**config.mk**
```make
export PLATFORM = sky130hd
export DESIGN_NAME = instr_loader
export DESIGN_NICKNAME = d
export VERILOG_FILES = /design/src/rtl/mips_pkg.sv /design/src/rtl/instr_loader_timeout.sv /design/src/rtl/instr_loader.sv
export SDC_FILE = /design/constraint.sdc
export NUM_CORES = 1
export LEC_CHECK = 0
export CAP_MARGIN = 20
export CORE_UTILIZATION = 56
export CTS_BUF_LIST = sky130_fd_sc_hd__clkbuf_2 sky130_fd_sc_hd__clkbuf_4 sky130_fd_sc_hd__clkbuf_8
export CTS_CLUSTER_DIAMETER = 120
export CTS_CLUSTER_SIZE = 30
export DETAILED_ROUTE_END_ITERATION = 7
export PLACE_DENSITY_LB_ADDON = 0.15
export RECOVER_POWER = 50
export SLEW_MARGIN = 20
export SYNTH_ARGS = -nofsm -noshare
export SYNTH_HDL_FRONTEND = slang
export SYNTH_SLANG_ARGS = --single-unit
```
**constraint.sdc**
```tcl
create_clock -name i_clk -period 2.98 [get_ports i_clk]
set_input_delay 0.596 -clock i_clk [delete_from_list [all_inputs] [get_ports i_clk]]
set_output_delay 0.596 -clock i_clk [all_outputs]
set_load 0.02 [all_outputs]
```
**src/rtl/mips_pkg.sv**
```systemverilog
// Shared definitions for the MIPS debug/loader path: the loader FSM state
// encoding, the default end-of-program marker and the debugger command byte
// that the debugger decodes into the loader's start strobe.
package mips_pkg;

   typedef enum logic [2:0] {
      IDLE  = 3'd0,
      RECV  = 3'd1,
      WRITE = 3'd2,
      DONE  = 3'd3,
      ERR   = 3'd4
   } loader_state_t;

   localparam logic [31:0] HALT_WORD_DEFAULT = 32'hFFFF_FFFF;

   // ASCII 'L': the debugger turns this received command byte into i_start
   localparam logic [7:0]  DBG_CMD_LOAD      = 8'h4C;

   // True while the loader owns the instruction-memory write port
   function automatic logic loader_is_busy(input loader_state_t s);
      return (s == RECV) || (s == WRITE);
   endfunction

endpackage

```
**src/rtl/instr_loader_timeout.sv**
```systemverilog
// Inter-byte watchdog for the program loader. Counts enabled cycles since the
// last clear and flags expiry once TIMEOUT_CYCLES idle cycles have elapsed.
// Only instantiated when INSTR_LOADER_TIMEOUT_EN is defined.
module loader_timeout #(
   parameter int unsigned TIMEOUT_CYCLES = 1_000_000
) (
   input  logic clk,
   input  logic rst,
   input  logic clear,
   input  logic enable,
   output logic expire
);

   localparam logic [31:0] LIMIT = 32'(TIMEOUT_CYCLES);

   logic [31:0] count;

   // Idle-cycle counter: restarts on clear, saturates at the limit
   always_ff @(posedge clk) begin
      if (rst || clear) begin
         count <= '0;
      end else if (enable && (count != LIMIT)) begin
         count <= count + 32'd1;
      end
   end

   assign expire = enable && (count == LIMIT);

endmodule

```
**src/rtl/instr_loader.sv**
```systemverilog
// UART program loader. Assembles received bytes MSB-first into instruction
// words and writes them to consecutive instruction-memory addresses, stopping
// on the halt word, on running out of address space, or (optionally) on an
// inter-byte timeout.
// Optional feature macro: INSTR_LOADER_TIMEOUT_EN enables the inter-byte
// watchdog; without it RECV waits for bytes indefinitely.
module instr_loader
   import mips_pkg::*;
#(
   parameter int unsigned        SIZE            = 32,
   parameter int unsigned        ADDR_WIDTH      = 32,
   parameter int unsigned        MAX_INSTRUCTION = 64,
   parameter logic [SIZE-1:0]    HALT_WORD       = HALT_WORD_DEFAULT,
   parameter int unsigned        TIMEOUT_CYCLES  = 1_000_000
) (
   input  logic                  i_clk,
   input  logic                  i_rst,
   input  logic                  i_start,
   input  logic [7:0]            i_rx_data,
   input  logic                  i_rx_done,
   output logic                  o_inst_write_enable,
   output logic [ADDR_WIDTH-1:0] o_write_addr,
   output logic [SIZE-1:0]       o_write_data,
   output logic                  o_busy,
   output logic                  o_done,
   output logic                  o_error
);

   localparam logic [ADDR_WIDTH-1:0] LAST_ADDR = ADDR_WIDTH'(MAX_INSTRUCTION - 1);

   loader_state_t         state;
   loader_state_t         next_state;
   logic [SIZE-1:0]       word;
   logic [SIZE-1:0]       word_next;
   logic [1:0]            byte_count;
   logic [ADDR_WIDTH-1:0] addr;
   logic                  timeout_expire;

   logic                  write_d;
   logic                  busy_d;
   logic                  done_d;
   logic                  error_d;

   assign word_next = {word[SIZE-9:0], i_rx_data};

`ifdef INSTR_LOADER_TIMEOUT_EN
   logic timeout_clear;
   logic timeout_enable;

   assign timeout_enable = (state == RECV);
   assign timeout_clear  = i_rx_done || (state != RECV);

   loader_timeout #(
      .TIMEOUT_CYCLES (TIMEOUT_CYCLES)
   ) u_timeout (
      .clk    (i_clk),
      .rst    (i_rst),
      .clear  (timeout_clear),
      .enable (timeout_enable),
      .expire (timeout_expire)
   );
`else
   assign timeout_expire = 1'b0;
`endif

   // State register
   always_ff @(posedge i_clk) begin
      if (i_rst) begin
         state <= IDLE;
      end else begin
         state <= next_state;
      end
   end

   // Next-state decision: a byte arriving in RECV always wins over expiry
   always_comb begin
      next_state = state;
      unique case (state)
         IDLE: begin
            if (i_start) begin
               next_state = RECV;
            end
         end
         RECV: begin
            if (i_rx_done) begin
               if (byte_count == 2'd3) begin
                  next_state = WRITE;
               end
            end else if (timeout_expire) begin
               next_state = ERR;
            end
         end
         WRITE: begin
            if (word == HALT_WORD) begin
               next_state = DONE;
            end else if (addr == LAST_ADDR) begin
               next_state = ERR;
            end else begin
               next_state = RECV;
            end
         end
         DONE:    next_state = IDLE;
         ERR:     next_state = IDLE;
         default: next_state = IDLE;
      endcase
   end

   // Byte assembly and address tracking; a byte landing in WRITE becomes byte 0 of the next word
   always_ff @(posedge i_clk) begin
      if (i_rst) begin
         word       <= '0;
         byte_count <= '0;
         addr       <= '0;
      end else begin
         unique case (state)
            IDLE: begin
               if (i_start) begin
                  word       <= '0;
                  byte_count <= '0;
                  addr       <= '0;
               end
            end
            RECV: begin
               if (i_rx_done) begin
                  word       <= word_next;
                  byte_count <= byte_count + 2'd1;
               end
            end
            WRITE: begin
               if (i_rx_done) begin
                  word       <= word_next;
                  byte_count <= byte_count + 2'd1;
               end
               if (next_state == RECV) begin
                  addr <= addr + ADDR_WIDTH'(1);
               end
            end
            default: begin
               word       <= word;
               byte_count <= byte_count;
               addr       <= addr;
            end
         endcase
      end
   end

   // Output decode from the upcoming state so every output leaves a flop
   always_comb begin
      write_d = (next_state == WRITE);
      busy_d  = loader_is_busy(next_state);
      done_d  = (next_state == DONE);
      error_d = (next_state == ERR);
   end

   // Output registers; address and data only move when a write is about to be strobed
   always_ff @(posedge i_clk) begin
      if (i_rst) begin
         o_inst_write_enable <= 1'b0;
         o_write_addr        <= '0;
         o_write_data        <= '0;
         o_busy              <= 1'b0;
         o_done              <= 1'b0;
         o_error             <= 1'b0;
      end else begin
         o_inst_write_enable <= write_d;
         o_busy              <= busy_d;
         o_done              <= done_d;
         o_error             <= error_d;
         if (write_d) begin
            o_write_addr <= addr;
            o_write_data <= word_next;
         end
      end
   end

endmodule

```
==> insert_results.sql, run 1 <==
INSERT INTO impl_metrics (metric_group, metric, value, unit) VALUES
('timing', 'final_hold_viol_count', '0', ''),
('clocking', 'cts_made_buffers', '17', ''),
('clocking', 'clkTransAtPathRegs', '70', 'ps'),
('timing', 'min_period_over_period', '0.8514', ''),
('min_path', 'holdCritPathClass', 'reg2reg', ''),
('logic_synthesis', 'synth-edff-count', '0', ''),
('power', 'power.density', '498.1', 'mW/mm^2'),
('timing', 'final.hold.worst_slack', '449.9', 'ps'),
('clocking', 'clock-sinks', '137', ''),
('global_routing', 'groute.usage.overall', '0.2910', ''),
('timing', 'max_clock_freq', '394.2', 'MHz'),
('power', 'seq_power_share', '0.537', ''),
('timing', 'setup_total_negative_slack', '0', 'ps'),
('clocking', 'cts_tree', 'done', ''),
('clocking', 'post_cts_hold_buffer_count', '0', ''),
('final_layout', 'drive_above_1_share', '0.08804', ''),
('route', 'drt_pre_antenna_iters', '7', ''),
('timing', 'rsz_0062_raised_after_global_routing', 'false', ''),
('global_routing', 'global_route.overflow_total', '0', ''),
('power', 'vdd_drop_max', '0.2842', 'mV'),
('final_layout', 'finish.net_count', '762', ''),
('power', 'power.switching_fraction', '0.2270', ''),
('route', 'drtAntennaViolNets', '0', ''),
('final_layout', 'mostFrequentLayoutCells', '149 x nand2_1, 137 x dfxtp_1, 75 x a21oi_1, 74 x clkdlybuf4s50_1, 54 x nor2_1', ''),
('die', 'floorplan.core_area', '0.009774', 'mm^2'),
('logic_synthesis', 'synthesis.area_per_instance', '8.193', 'um^2'),
('route', 'route.detailed.vias_per_inst', '5.925', ''),
('route', 'drt-initial-drc-count', '414', ''),
('route', 'met2RoutedLength', '6.363', 'mm'),
('logic_synthesis', 'synth.yosys.seq_area_share', '0.4866', ''),
('power', 'power.clock.fraction', '0.435', ''),
('clocking', 'post-cts-setup-buffers', '0', ''),
('global_routing', 'grt_pass1_wl', '23.53', 'mm'),
('setup_path', 'critical_path_data_required_time', '3250', 'ps'),
('power', 'cellLeakagePower', '2.302', 'nW'),
('placement', 'count_of_input_and_output_buffers', '79', ''),
('global_routing', 'grt_max_degree', '63', ''),
('setup_path', 'crit_path_max_fanout', '22', ''),
('clocking', 'cts-root-buf', 'clkbuf_8', ''),
('logic_synthesis', 'synthesis.nets', '702', ''),
('outcome', 'status', 'complete, no violations', ''),
('timing', 'timing_worst_slew_pin_value', '1226', 'ps'),
('die', 'die-area', '0.01047', 'mm^2'),
('die', 'ios', '80', ''),
('setup_path', 'timing.critical_path.arrival', '2800', 'ps'),
('logic_synthesis', 'post_syn_instances', '688', ''),
('route', 'route.top_layer_used', 'met4', ''),
('clocking', 'clk_latency', '430', 'ps'),
('final_layout', 'most_common_library_cell_in_the_layout_ignoring_fill_and_taps', 'nand2_1', ''),
('route', 'post_drt_wl_per_cell', '15.96', 'um'),
('die', 'die_width', '102.3', 'um'),
('timing', 'timing.final.crit_period', '2537', 'ps'),
('final_layout', 'diodes', '0', ''),
('global_routing', 'grt_pass1_vias', '4754', ''),
('setup_path', 'crit_path_end_kind', 'flip-flop', ''),
('setup_path', 'timing.critical_path.from_type', 'flip-flop', ''),
('power', 'switch_pwr', '780.7', 'uW'),
('logic_synthesis', 'cell_area_synth', '0.005637', 'mm^2'),
('clocking', 'clock_tree.buffer_depth', '2', ''),
('die', 'initial_utilization', '0.5767', ''),
('route', 'm1WireLength', '6.609', 'mm'),
('placement', 'place_hpwl', '9.502', 'mm'),
('timing', 'timing.final.ws_setup', '442.9', 'ps'),
('clocking', 'cts_htree_levels', '4', ''),
('route', 'postRouteWirelength', '14.27', 'mm'),
('route', 'vias', '5297', ''),
('placement', 'placement.setup.worst_slack', '520.3', 'ps'),
('timing', 'slew_viol_final', '0', ''),
('final_layout', 'layout-area-overhead-vs-synth', '22.49', '%'),
('logic_synthesis', 'synth_flop_cell', 'dfxtp_1', ''),
('placement', 'globalplace.congestion', '0.9131', '');
[sequential cells by signal, summed over array words and instances, names as in the netlist, 2 cells and up]
| name | flops |
|---|---|
| o_write_addr | 32 |
| word | 32 |
| addr | 32 |
| byte_count | 2 |
| o_write_data | 32 |
| state | 3 |
[layout make-up]
cell class / instances / area [um^2]
timing repair buffer: 98 / 929.6
inverter: 4 / 15.01
sequential: 137 / 2743
fill: 823 / 2870
clock inverter: 12 / 125.1
multi-input combinational: 490 / 2656
tap: 133 / 166.4
clock buffer: 20 / 269.0
[cell families (layout without fill, tap and decap cells)]
group / count (synthesis) / in the layout / synth area share
flip-flops: 137 / 137 / 0.4866
multiplexers: 4 / 4 / 0.007104
AND/OR/NAND/NOR: 304 / 304 / 0.2570
XOR/XNOR: 1 / 1 / 0.001554
adder cells (fa/ha/maj): 2 / 2 / 0.004439
buffers and inverters: 61 / 134 / 0.04328
AO/OA/AOI/OAI: 179 / 179 / 0.2000
[metrics by stage]
stage | utilization | area, um^2 | std cells
after floorplan | - | 5637 | 688
after global routing | 0.7063 | 6904 | 894
final | 0.7063 | 6904 | 894
after detailed placement | 0.6679 | 6529 | 862
after CTS | 0.7083 | 6923 | 894
after global placement | 0.6679 | 6529 | 862
[synthesized netlist by cell type (8+ instances only)]
cell      number  area [um^2]
nor3_1         9        45.04
a21oi_1       75        375.4
dfxtp_1      137         2743
nand3_1       15        75.07
nor4_1        14        87.58
nand4_1       18        112.6
buf_2         11        55.05
and3_1         8        50.05
clkbuf_1      44        165.2
nor2_1        54        202.7
a31oi_1       33        206.5
a22oi_1       33        247.7
nand2_1      149        559.3
o21ai_0       12        60.06
[path summary, 6_finish.rpt]
path / slack [ps] / cells past startpoint / endpoint / start
setup reg to reg: 440 / 4 / addr[4]$_SDFFE_PP0P_ / state[1]$_SDFF_PP0_
hold reg to reg: 450 / 2 / o_write_addr[16]$_SDFFE_PP0P_ / o_write_addr[16]$_SDFFE_PP0P_
hold / removal: 450 / 2 / o_write_addr[16]$_SDFFE_PP0P_ / o_write_addr[16]$_SDFFE_PP0P_
setup / recovery: 440 / 4 / addr[4]$_SDFFE_PP0P_ / state[1]$_SDFF_PP0_
[worst max-delay path: stages (launching register included)]
cell	delay [ps]
dfxtp_1	510
or3b_2	530
a21o_1	240
o21ai_2	880
a31oi_1	200
[power groups by stage]
stage | logic, mW | clock network (mW) | registers, mW
2_1_floorplan | 0.0635 | 0 | 1.89
3_3_place_gp | 0.0945 | 0 | 1.89
3_5_place_dp | 0.0970 | 0 | 1.89
4_1_cts | 0.0976 | 1.51 | 1.85
5_1_grt | 0.106 | 1.59 | 1.85
6_report | 0.0972 | 1.50 | 1.85
[per-layer routing]
metal	track usage	up-vias
met2	0.4331	230
met4	0.1110	0
met3	0.06635	22
met1	0.4099	2470
li1	-	2575
met5	0	-
(Power assumes the default switching activity.)
==> inputs of run 2 (changes only) <==
TNS_END_PERCENT = 50   (was unset)
==> results of run 2 <==
Same layout as run 1: the final DEF is identical, and so are final timing and power.
